==> src/rtl/row_seq_feeder_if.sv <==
// Handshake and bus bundle between the row feeder and its neighbours.
// The i_loop field exists only when ROW_SEQ_LOOP_EN is defined.
interface row_seq_feeder_if #(
   parameter int ROW   = 9,
   parameter int DEPTH = 10,
   parameter int SEL_W = 4,
   parameter int CNT_W = $clog2(DEPTH + 1)
);
   // Both ports use valid/ready. A beat transfers on a cycle where valid and
   // ready are both high. The sender holds its data steady until that happens.
   logic                 i_wr_valid;
   logic [ROW-1:0]       i_wr_data;
   logic                 i_wr_last;
   logic                 o_wr_ready;
   logic                 i_start;
   logic [ROW*DEPTH-1:0] o_rows;
   logic [SEL_W-1:0]     o_sel;
   logic                 o_valid;
   logic                 i_ready;
   logic                 o_done;
   logic [CNT_W-1:0]     o_count;
   logic                 o_busy;
   logic [1:0]           dbg_state;
`ifdef ROW_SEQ_LOOP_EN
   logic                 i_loop;

   modport master (
      output i_wr_valid, i_wr_data, i_wr_last, i_start, i_ready, i_loop,
      input  o_wr_ready, o_rows, o_sel, o_valid, o_done, o_count, o_busy, dbg_state
   );
   modport slave (
      input  i_wr_valid, i_wr_data, i_wr_last, i_start, i_ready, i_loop,
      output o_wr_ready, o_rows, o_sel, o_valid, o_done, o_count, o_busy, dbg_state
   );
`else
   modport master (
      output i_wr_valid, i_wr_data, i_wr_last, i_start, i_ready,
      input  o_wr_ready, o_rows, o_sel, o_valid, o_done, o_count, o_busy, dbg_state
   );
   modport slave (
      input  i_wr_valid, i_wr_data, i_wr_last, i_start, i_ready,
      output o_wr_ready, o_rows, o_sel, o_valid, o_done, o_count, o_busy, dbg_state
   );
`endif
endinterface

==> src/rtl/row_seq_feeder.sv <==
// Buffers up to DEPTH rows, then steps a select index across them for the row mux.
// Define ROW_SEQ_LOOP_EN to add i_loop, which replays the loaded rows repeatedly.
module row_seq_feeder #(
   parameter int ROW   = 9,
   parameter int DEPTH = 10,
   parameter int SEL_W = 4,
   parameter int CNT_W = $clog2(DEPTH + 1)
) (
   input logic             i_clk,
   input logic             i_rst,
   row_seq_feeder_if.slave bus
);
   typedef enum logic [1:0] {
      S_LOAD   = 2'd0,
      S_FULL   = 2'd1,
      S_STREAM = 2'd2
   } state_t;

   state_t           state;
   state_t           state_nx;
   logic [ROW-1:0]   bank [DEPTH];
   logic [CNT_W-1:0] count;
   logic [SEL_W-1:0] sel;
   logic             done;
   logic             wr_fire;
   logic             wr_close;
   logic             beat_fire;
   logic             beat_last;
   logic             loop_on;

   assign wr_fire   = bus.i_wr_valid && (state == S_LOAD);
   assign wr_close  = bus.i_wr_last || (count == CNT_W'(DEPTH - 1));
   assign beat_fire = bus.i_ready && (state == S_STREAM);
   assign beat_last = (sel == SEL_W'(count - CNT_W'(1)));

`ifdef ROW_SEQ_LOOP_EN
   assign loop_on = bus.i_loop;
`else
   assign loop_on = 1'b0;
`endif

   always_ff @(posedge i_clk or posedge i_rst) begin
      if (i_rst) state <= S_LOAD;
      else       state <= state_nx;
   end

   always_comb begin
      state_nx = state;
      case (state)
         S_LOAD:   if (wr_fire && wr_close) state_nx = S_FULL;
         S_FULL:   if (bus.i_start) state_nx = S_STREAM;
         S_STREAM: if (beat_fire && beat_last && !loop_on) state_nx = S_LOAD;
         default:  state_nx = S_LOAD;
      endcase
   end

   // o_sel parks at all-ones outside streaming so the downstream mux outputs zero.
   always_comb begin
      bus.o_wr_ready = (state == S_LOAD);
      bus.o_valid    = (state == S_STREAM);
      bus.o_busy     = (state == S_FULL) || (state == S_STREAM);
      bus.o_sel      = sel;
      bus.o_done     = done;
      bus.o_count    = count;
      bus.dbg_state  = state;
   end

   always_comb begin
      bus.o_rows = '0;
      for (int k = 0; k < DEPTH; k++) bus.o_rows[ROW*k +: ROW] = bank[k];
   end

   always_ff @(posedge i_clk or posedge i_rst) begin
      if (i_rst) begin
         for (int k = 0; k < DEPTH; k++) bank[k] <= '0;
         count <= '0;
         sel   <= '1;
         done  <= 1'b0;
      end else begin
         done <= beat_fire && beat_last;
         if (wr_fire) begin
            bank[count] <= bus.i_wr_data;
            count       <= count + CNT_W'(1);
         end
         if ((state == S_FULL) && bus.i_start) sel <= '0;
         if (beat_fire) begin
            if (!beat_last) begin
               sel <= sel + SEL_W'(1);
            end else if (loop_on) begin
               sel <= '0;
            end else begin
               sel   <= '1;
               count <= '0;
               for (int k = 0; k < DEPTH; k++) bank[k] <= '0;
            end
         end
      end
   end
endmodule
==> src/flat_wrapper.sv <==
// flat-port wrapper written by rule: the top's interface ports become plain ports
module row_seq_feeder_flat 
#(
   parameter int ROW   = 9,
   parameter int DEPTH = 10,
   parameter int SEL_W = 4,
   parameter int CNT_W = $clog2(DEPTH + 1)
)
  (i_clk, i_rst, bus_i_wr_valid, bus_i_wr_data, bus_i_wr_last, bus_i_start, bus_i_ready, bus_o_wr_ready, bus_o_rows, bus_o_sel, bus_o_valid, bus_o_done, bus_o_count, bus_o_busy, bus_dbg_state);
  row_seq_feeder_if #(.ROW(ROW), .DEPTH(DEPTH), .SEL_W(SEL_W), .CNT_W(CNT_W)) bus_i ();
  input logic i_clk;
  input logic i_rst;
  input wire logic [$bits(bus_i.i_wr_valid)-1:0] bus_i_wr_valid;
  input wire logic [$bits(bus_i.i_wr_data)-1:0] bus_i_wr_data;
  input wire logic [$bits(bus_i.i_wr_last)-1:0] bus_i_wr_last;
  input wire logic [$bits(bus_i.i_start)-1:0] bus_i_start;
  input wire logic [$bits(bus_i.i_ready)-1:0] bus_i_ready;
  output wire logic [$bits(bus_i.o_wr_ready)-1:0] bus_o_wr_ready;
  output wire logic [$bits(bus_i.o_rows)-1:0] bus_o_rows;
  output wire logic [$bits(bus_i.o_sel)-1:0] bus_o_sel;
  output wire logic [$bits(bus_i.o_valid)-1:0] bus_o_valid;
  output wire logic [$bits(bus_i.o_done)-1:0] bus_o_done;
  output wire logic [$bits(bus_i.o_count)-1:0] bus_o_count;
  output wire logic [$bits(bus_i.o_busy)-1:0] bus_o_busy;
  output wire logic [$bits(bus_i.dbg_state)-1:0] bus_dbg_state;
  assign bus_i.i_wr_valid = bus_i_wr_valid;
  assign bus_i.i_wr_data = bus_i_wr_data;
  assign bus_i.i_wr_last = bus_i_wr_last;
  assign bus_i.i_start = bus_i_start;
  assign bus_i.i_ready = bus_i_ready;
  assign bus_o_wr_ready = bus_i.o_wr_ready;
  assign bus_o_rows = bus_i.o_rows;
  assign bus_o_sel = bus_i.o_sel;
  assign bus_o_valid = bus_i.o_valid;
  assign bus_o_done = bus_i.o_done;
  assign bus_o_count = bus_i.o_count;
  assign bus_o_busy = bus_i.o_busy;
  assign bus_dbg_state = bus_i.dbg_state;
  row_seq_feeder #(.ROW(ROW), .DEPTH(DEPTH), .SEL_W(SEL_W), .CNT_W(CNT_W)) u_core (.i_clk(i_clk), .i_rst(i_rst), .bus(bus_i));
endmodule
==> config.mk <==
export PLATFORM = sky130hd
export DESIGN_NAME = row_seq_feeder_flat
export DESIGN_NICKNAME = d
export VERILOG_FILES = /design/src/rtl/row_seq_feeder_if.sv /design/src/rtl/row_seq_feeder.sv /design/src/flat_wrapper.sv
export SDC_FILE = /design/constraint.sdc
export NUM_CORES = 1
export LEC_CHECK = 0
export CAP_MARGIN = 10
export CORE_MARGIN = 2
export CORE_UTILIZATION = 53
export CTS_BUF_LIST = sky130_fd_sc_hd__clkbuf_8 sky130_fd_sc_hd__clkbuf_16
export DETAILED_ROUTE_END_ITERATION = 12
export PLACE_DENSITY = 0.86
export SETUP_SLACK_MARGIN = 0.5
export SYNTH_ARGS = -nofsm -noshare
export SYNTH_HDL_FRONTEND = slang
export SYNTH_SLANG_ARGS = --single-unit
==> constraint.sdc <==
create_clock -name i_clk -period 8.3 [get_ports i_clk]
set_clock_uncertainty 0.1 [all_clocks]
set_input_delay 1.245 -clock i_clk [delete_from_list [all_inputs] [get_ports i_clk]]
set_output_delay 1.245 -clock i_clk [all_outputs]
set_load 0.01 [all_outputs]
==> results.md <==
| Step | Quantity | Value |
|---|---|---|
| grt | Residual overflow from global routing | 0 |
| finish | Antenna Cells | 0 |
| finish | Net count reported at finish | 588 |
| route | Starting DRC count in detailed routing | 266 |
| clock tree | Clk Tree Root Cell | sky130_fd_sc_hd__clkbuf_8 |
| finish | Leading cell type in the layout, fill and taps excluded | sky130_fd_sc_hd__clkdlybuf4s50_1 |
| logic synthesis | Summed instance area of the synthesized netlist | 0.00459 sq mm |
| placed design | Post-DP HPWL | 7.91 mm |
| pwr | Power per standard cell area | 402 mW/mm^2 |
| floorplan | Initial core utilization | 55.3% |
| finish | Area of the multi-input gates | 0.00183 sq mm |
| clock tree | Latest clock arrival within the worst-skew pair | 0.35 ns |
| timing | Fin crit share | 43.9% |
| setup path | Required time at the endpoint of the critical path | 8.42 ns |
| setup path | Arrival time at the worst endpoint | 3.77 ns |
| setup path | Setup slack of the worst register-to-register path | 5.00 ns |
| setup path | FF-to-FF Start | u_core.bus.o_count[0] |
| min path | Path class of the lowest-slack min-delay path | reg2reg |
| floorplan | Height of the die | 97.1 microns |
| logic synthesis | Mean area per synthesized cell | 9.76 sq um |
| setup path | Crit path max fanout | 57 |
| grt | Vias in the first global route | 3737 |
| grt | Global-route track usage on met1 | 35.8% |
| run status | Result of the run | finished, final reports clean |
| finish | Number of cells in the finished layout apart from fillers | 671 |
| route | Number of nets with antenna violations after detailed routing | 0 |
| setup path | Endpoint kind of the worst setup timing path | flop |
| logic synthesis | Number of distinct standard cells referenced by the synthesized netlist | 39 |
| floorplan | Num ports | 119 |
| floorplan | Total Die Area | 0.00942 sq mm |
| setup path | CP startpoint kind | input pin |
| clock tree | Clock slew seen by the registers of the worst setup and hold paths | 0.10 ns |
| min path | Worst Hold Launch | u_core.bus.o_rows[49] |
| pwr | Overall power of the completed layout | 2.40 mW |
| timing | Count of final hold-check violations | 0 |
| finish | Most used cells in the layout excluding fill and tap cells | sky130_fd_sc_hd__clkdlybuf4s50_1, sky130_fd_sc_hd__dfrtp_1, sky130_fd_sc_hd__nand2_1 |
| clock tree | # Post-CTS Setup Buffers | 0 |
| timing | Minimum hold slack | 0.423 ns |
| timing | Shortest clock period the worst path allows after layout | 3.65 ns |
| run | Max-Cap Viols | 0 |
| timing | Setup TNS | 0 ns |
| clock tree | Clock tree sinks | 101 |
| clock tree | CTS Hold Bufs | 0 |
| setup path | Crit path launch | bus_i_ready |
| min path | Hold Path Sink | u_core.bus.o_rows[49] |
| placed design | Number of cells in the design after placement | 656 |
| setup path | Type of the setup path with the least slack | in2reg |
| finish | Footprint of the flip-flops and latches | 0.00253 sq mm |
| grt | Aggregate global-route resource usage | 25.8% |
| timing | Actual slew at the worst max-slew pin | 1.06 ns |
| finish | Post-route core utilization | 71.9% |
| grt | Largest net degree at the start of global routing | 67 |
| finish | Filler cells | 597 |
| setup path | Crit path buffers/inverters | 2 |
| finish | Layout overhead on the synthesized area | 30.1% |
| clock tree | Clock tree from TritonCTS | yes |
| placed design | Post-place instance area | 0.00573 sq mm |
| setup path | Ordered list of cells on the worst path | clkdlybuf4s50_1 -> and2_1 -> nand4_2 -> nor2_4 -> buf_4 -> nor2_1 |
| finish | Final instance area | 0.00597 sq mm |
| logic synthesis | Post-synthesis cell count | 470 |
| timing | Tightest slew margin relative to the limit | 29.1% |
| setup path | R2r worst-path depth | 7 |
| floorplan | Placeable Area | 0.00830 sq mm |
| timing | Final number of max-transition violations | 0 |
| clock tree | Number of H-tree branching levels | 3 |
| route | Routed wire length per instance | 18.0 microns |
| logic synthesis | Number of nets in the synthesized netlist | 496 |
| logic synthesis | Sequential share of the synthesized area | 55.2% |
| finish | Fraction of final layout cells sized beyond drive strength 1 | 6.89% |
| route | Detailed Route WL | 12.1 mm |
| route | Total DRC errors in the routed layout | 0 |
| grt | Met2 Use GR | 41.0% |
| timing | Setup violators final | 0 |
| route | Number of vias in the routed layout | 3883 |
| floorplan | Standard-cell row count | 33 |
| setup path | Cell at the slowest stage of the critical path | sky130_fd_sc_hd__nor2_4 |
| timing | Setup ws final | 4.65 ns |
| logic synthesis | Yosys synthesis warning count | 0 |
| logic synthesis | Seq cells post-synth | 101 |
| setup path | R2R Path End | u_core.bus.o_rows[84] |
| placed design | Setup slack after placement | 4.30 ns |
| min path | Cell depth of the worst min-delay path | 2 |
| clock tree | TritonCTS Buffers | 9 |
| clock tree | Maximum buffer depth of the clock tree | 2 |
| pwr | P_leak | 2.70 nW |
| placed design | IO buf count | 118 |
| pwr | Worst vdd ir | 212 uV |
| setup path | CP peak stage delay | 0.84 ns |
| clock tree | Number of gates resized after cts | 0 |
| grt | GR Layer Usage met3 | 4.82% |
| floorplan | Die X | 97.1 microns |
| route | Number of iterations in the first detailed-routing pass | 5 |
| grt | Number of antenna violations at the first check in global routing | 0 |
| grt | Global-route wire length before repair | 19.4 mm |
| grt | Busiest grt layer | met2 |
| route | DR vias/cell | 5.79 |
| setup path | Number of cells on the critical path | 6 |
| timing | Setup repair after global routing missed its margin | no |
| setup path | Critical path's top delay family | simple AND/OR/NAND/NOR gates |
| timing | Max Clk Rate | 274 MHz |
| placed design | Final weighted congestion in routability-driven placement | 0.803 |
==> registers in the layout (all words and copies together) (netlist names) <==
| signal | count |
|---|---|
| u_core.bus.o_rows | 90 |
| u_core.bus.o_count | 4 |
| u_core.bus.o_sel | 4 |
| u_core.bus.dbg_state | 2 |
| u_core.bus.o_done | 1 |
==> worst register-to-register path, cell delays in order (launching register included) <==
cell	delay [ns]
sky130_fd_sc_hd__dfrtp_1	0.52
sky130_fd_sc_hd__inv_1	0.16
sky130_fd_sc_hd__ha_1	0.36
sky130_fd_sc_hd__xor2_1	0.22
sky130_fd_sc_hd__nand4_2	0.20
sky130_fd_sc_hd__nor2_4	0.84
sky130_fd_sc_hd__buf_4	0.65
sky130_fd_sc_hd__nor2_1	0.13
==> worst max path at each step <==
stage,to
5_1_grt,u_core.bus.o_rows[38]
2_1_floorplan,u_core.bus.dbg_state[0]
3_5_place_dp,u_core.bus.o_count[0]
3_3_place_gp,u_core.bus.o_rows[82]
6_report,u_core.bus.o_rows[84]
4_1_cts,u_core.bus.o_count[0]
==> synth_stat cells <==
library cell	n	area share, %
sky130_fd_sc_hd__buf_2	9	0.98
sky130_fd_sc_hd__xnor2_2	2	0.71
sky130_fd_sc_hd__a21o_1	1	0.16
sky130_fd_sc_hd__or3_1	2	0.27
sky130_fd_sc_hd__a221o_1	1	0.22
sky130_fd_sc_hd__nand2_1	85	7.0
sky130_fd_sc_hd__and2_1	2	0.27
sky130_fd_sc_hd__a211o_1	2	0.38
sky130_fd_sc_hd__a21boi_0	1	0.16
sky130_fd_sc_hd__nand4_2	1	0.27
sky130_fd_sc_hd__nand4b_1	1	0.19
sky130_fd_sc_hd__dfrtp_1	97	53
sky130_fd_sc_hd__nor3_1	1	0.11
sky130_fd_sc_hd__and3b_1	1	0.19
sky130_fd_sc_hd__ha_1	11	3.0
sky130_fd_sc_hd__o221ai_1	1	0.19
sky130_fd_sc_hd__o31ai_1	2	0.33
sky130_fd_sc_hd__o21a_1	2	0.33
sky130_fd_sc_hd__and4b_1	1	0.22
sky130_fd_sc_hd__clkbuf_2	2	0.22
sky130_fd_sc_hd__clkbuf_1	22	1.8
sky130_fd_sc_hd__nor2_4	1	0.25
sky130_fd_sc_hd__xnor2_1	1	0.19
sky130_fd_sc_hd__o311ai_0	2	0.38
sky130_fd_sc_hd__mux2i_1	18	3.9
sky130_fd_sc_hd__buf_1	2	0.16
sky130_fd_sc_hd__xor2_1	4	0.76
sky130_fd_sc_hd__dfstp_2	4	2.3
sky130_fd_sc_hd__o21ai_0	1	0.11
sky130_fd_sc_hd__inv_1	7	0.57
sky130_fd_sc_hd__nor2_1	23	1.9
sky130_fd_sc_hd__a21oi_2	10	1.9
sky130_fd_sc_hd__nor3_2	1	0.22
sky130_fd_sc_hd__nand3_1	77	8.4
sky130_fd_sc_hd__a21oi_1	64	7.0
sky130_fd_sc_hd__nor2b_1	1	0.14
sky130_fd_sc_hd__and4bb_2	1	0.27
sky130_fd_sc_hd__xnor3_1	1	0.49
sky130_fd_sc_hd__buf_6	5	1.2
==> kinds of logic (layout without fill, tap and decap cells) <==
group / count (synthesis) / after routing / synth area share (%)
simple gates: 198 / 198 / 19.6
flops: 101 / 101 / 55.2
compound gates: 87 / 87 / 11.2
buf+inv: 47 / 143 / 4.96
mux: 18 / 18 / 3.93
fa+ha+maj: 11 / 11 / 3.00
xor+xnor: 8 / 8 / 2.15
==> per-layer routing <==
metal	share of wire (%)	vias to the layer above
met4	2.3	0
met3	8.6	22
met2	48	185
met5	0	-
li1	-	1775
met1	41	1901
==> power breakdown <==
| part | switching (mW) | leakage [nW] | internal (mW) |
|---|---|---|---|
| Combinational | 0.544 | 1.28 | 0.599 |
| Clock | 0.168 | 0.119 | 0.208 |
| Sequential | 0.164 | 1.30 | 0.719 |
==> final cells by class <==
cell class                 count  area share [%]
clock buffer                  10            2.31
clock inverter                 5            1.78
inverter                       7           0.482
multi-input combinational    322            30.6
sequential                   101            42.4
tap                          105            2.20
timing repair buffer         121            20.2
Power figures use the tool's default switching activity.
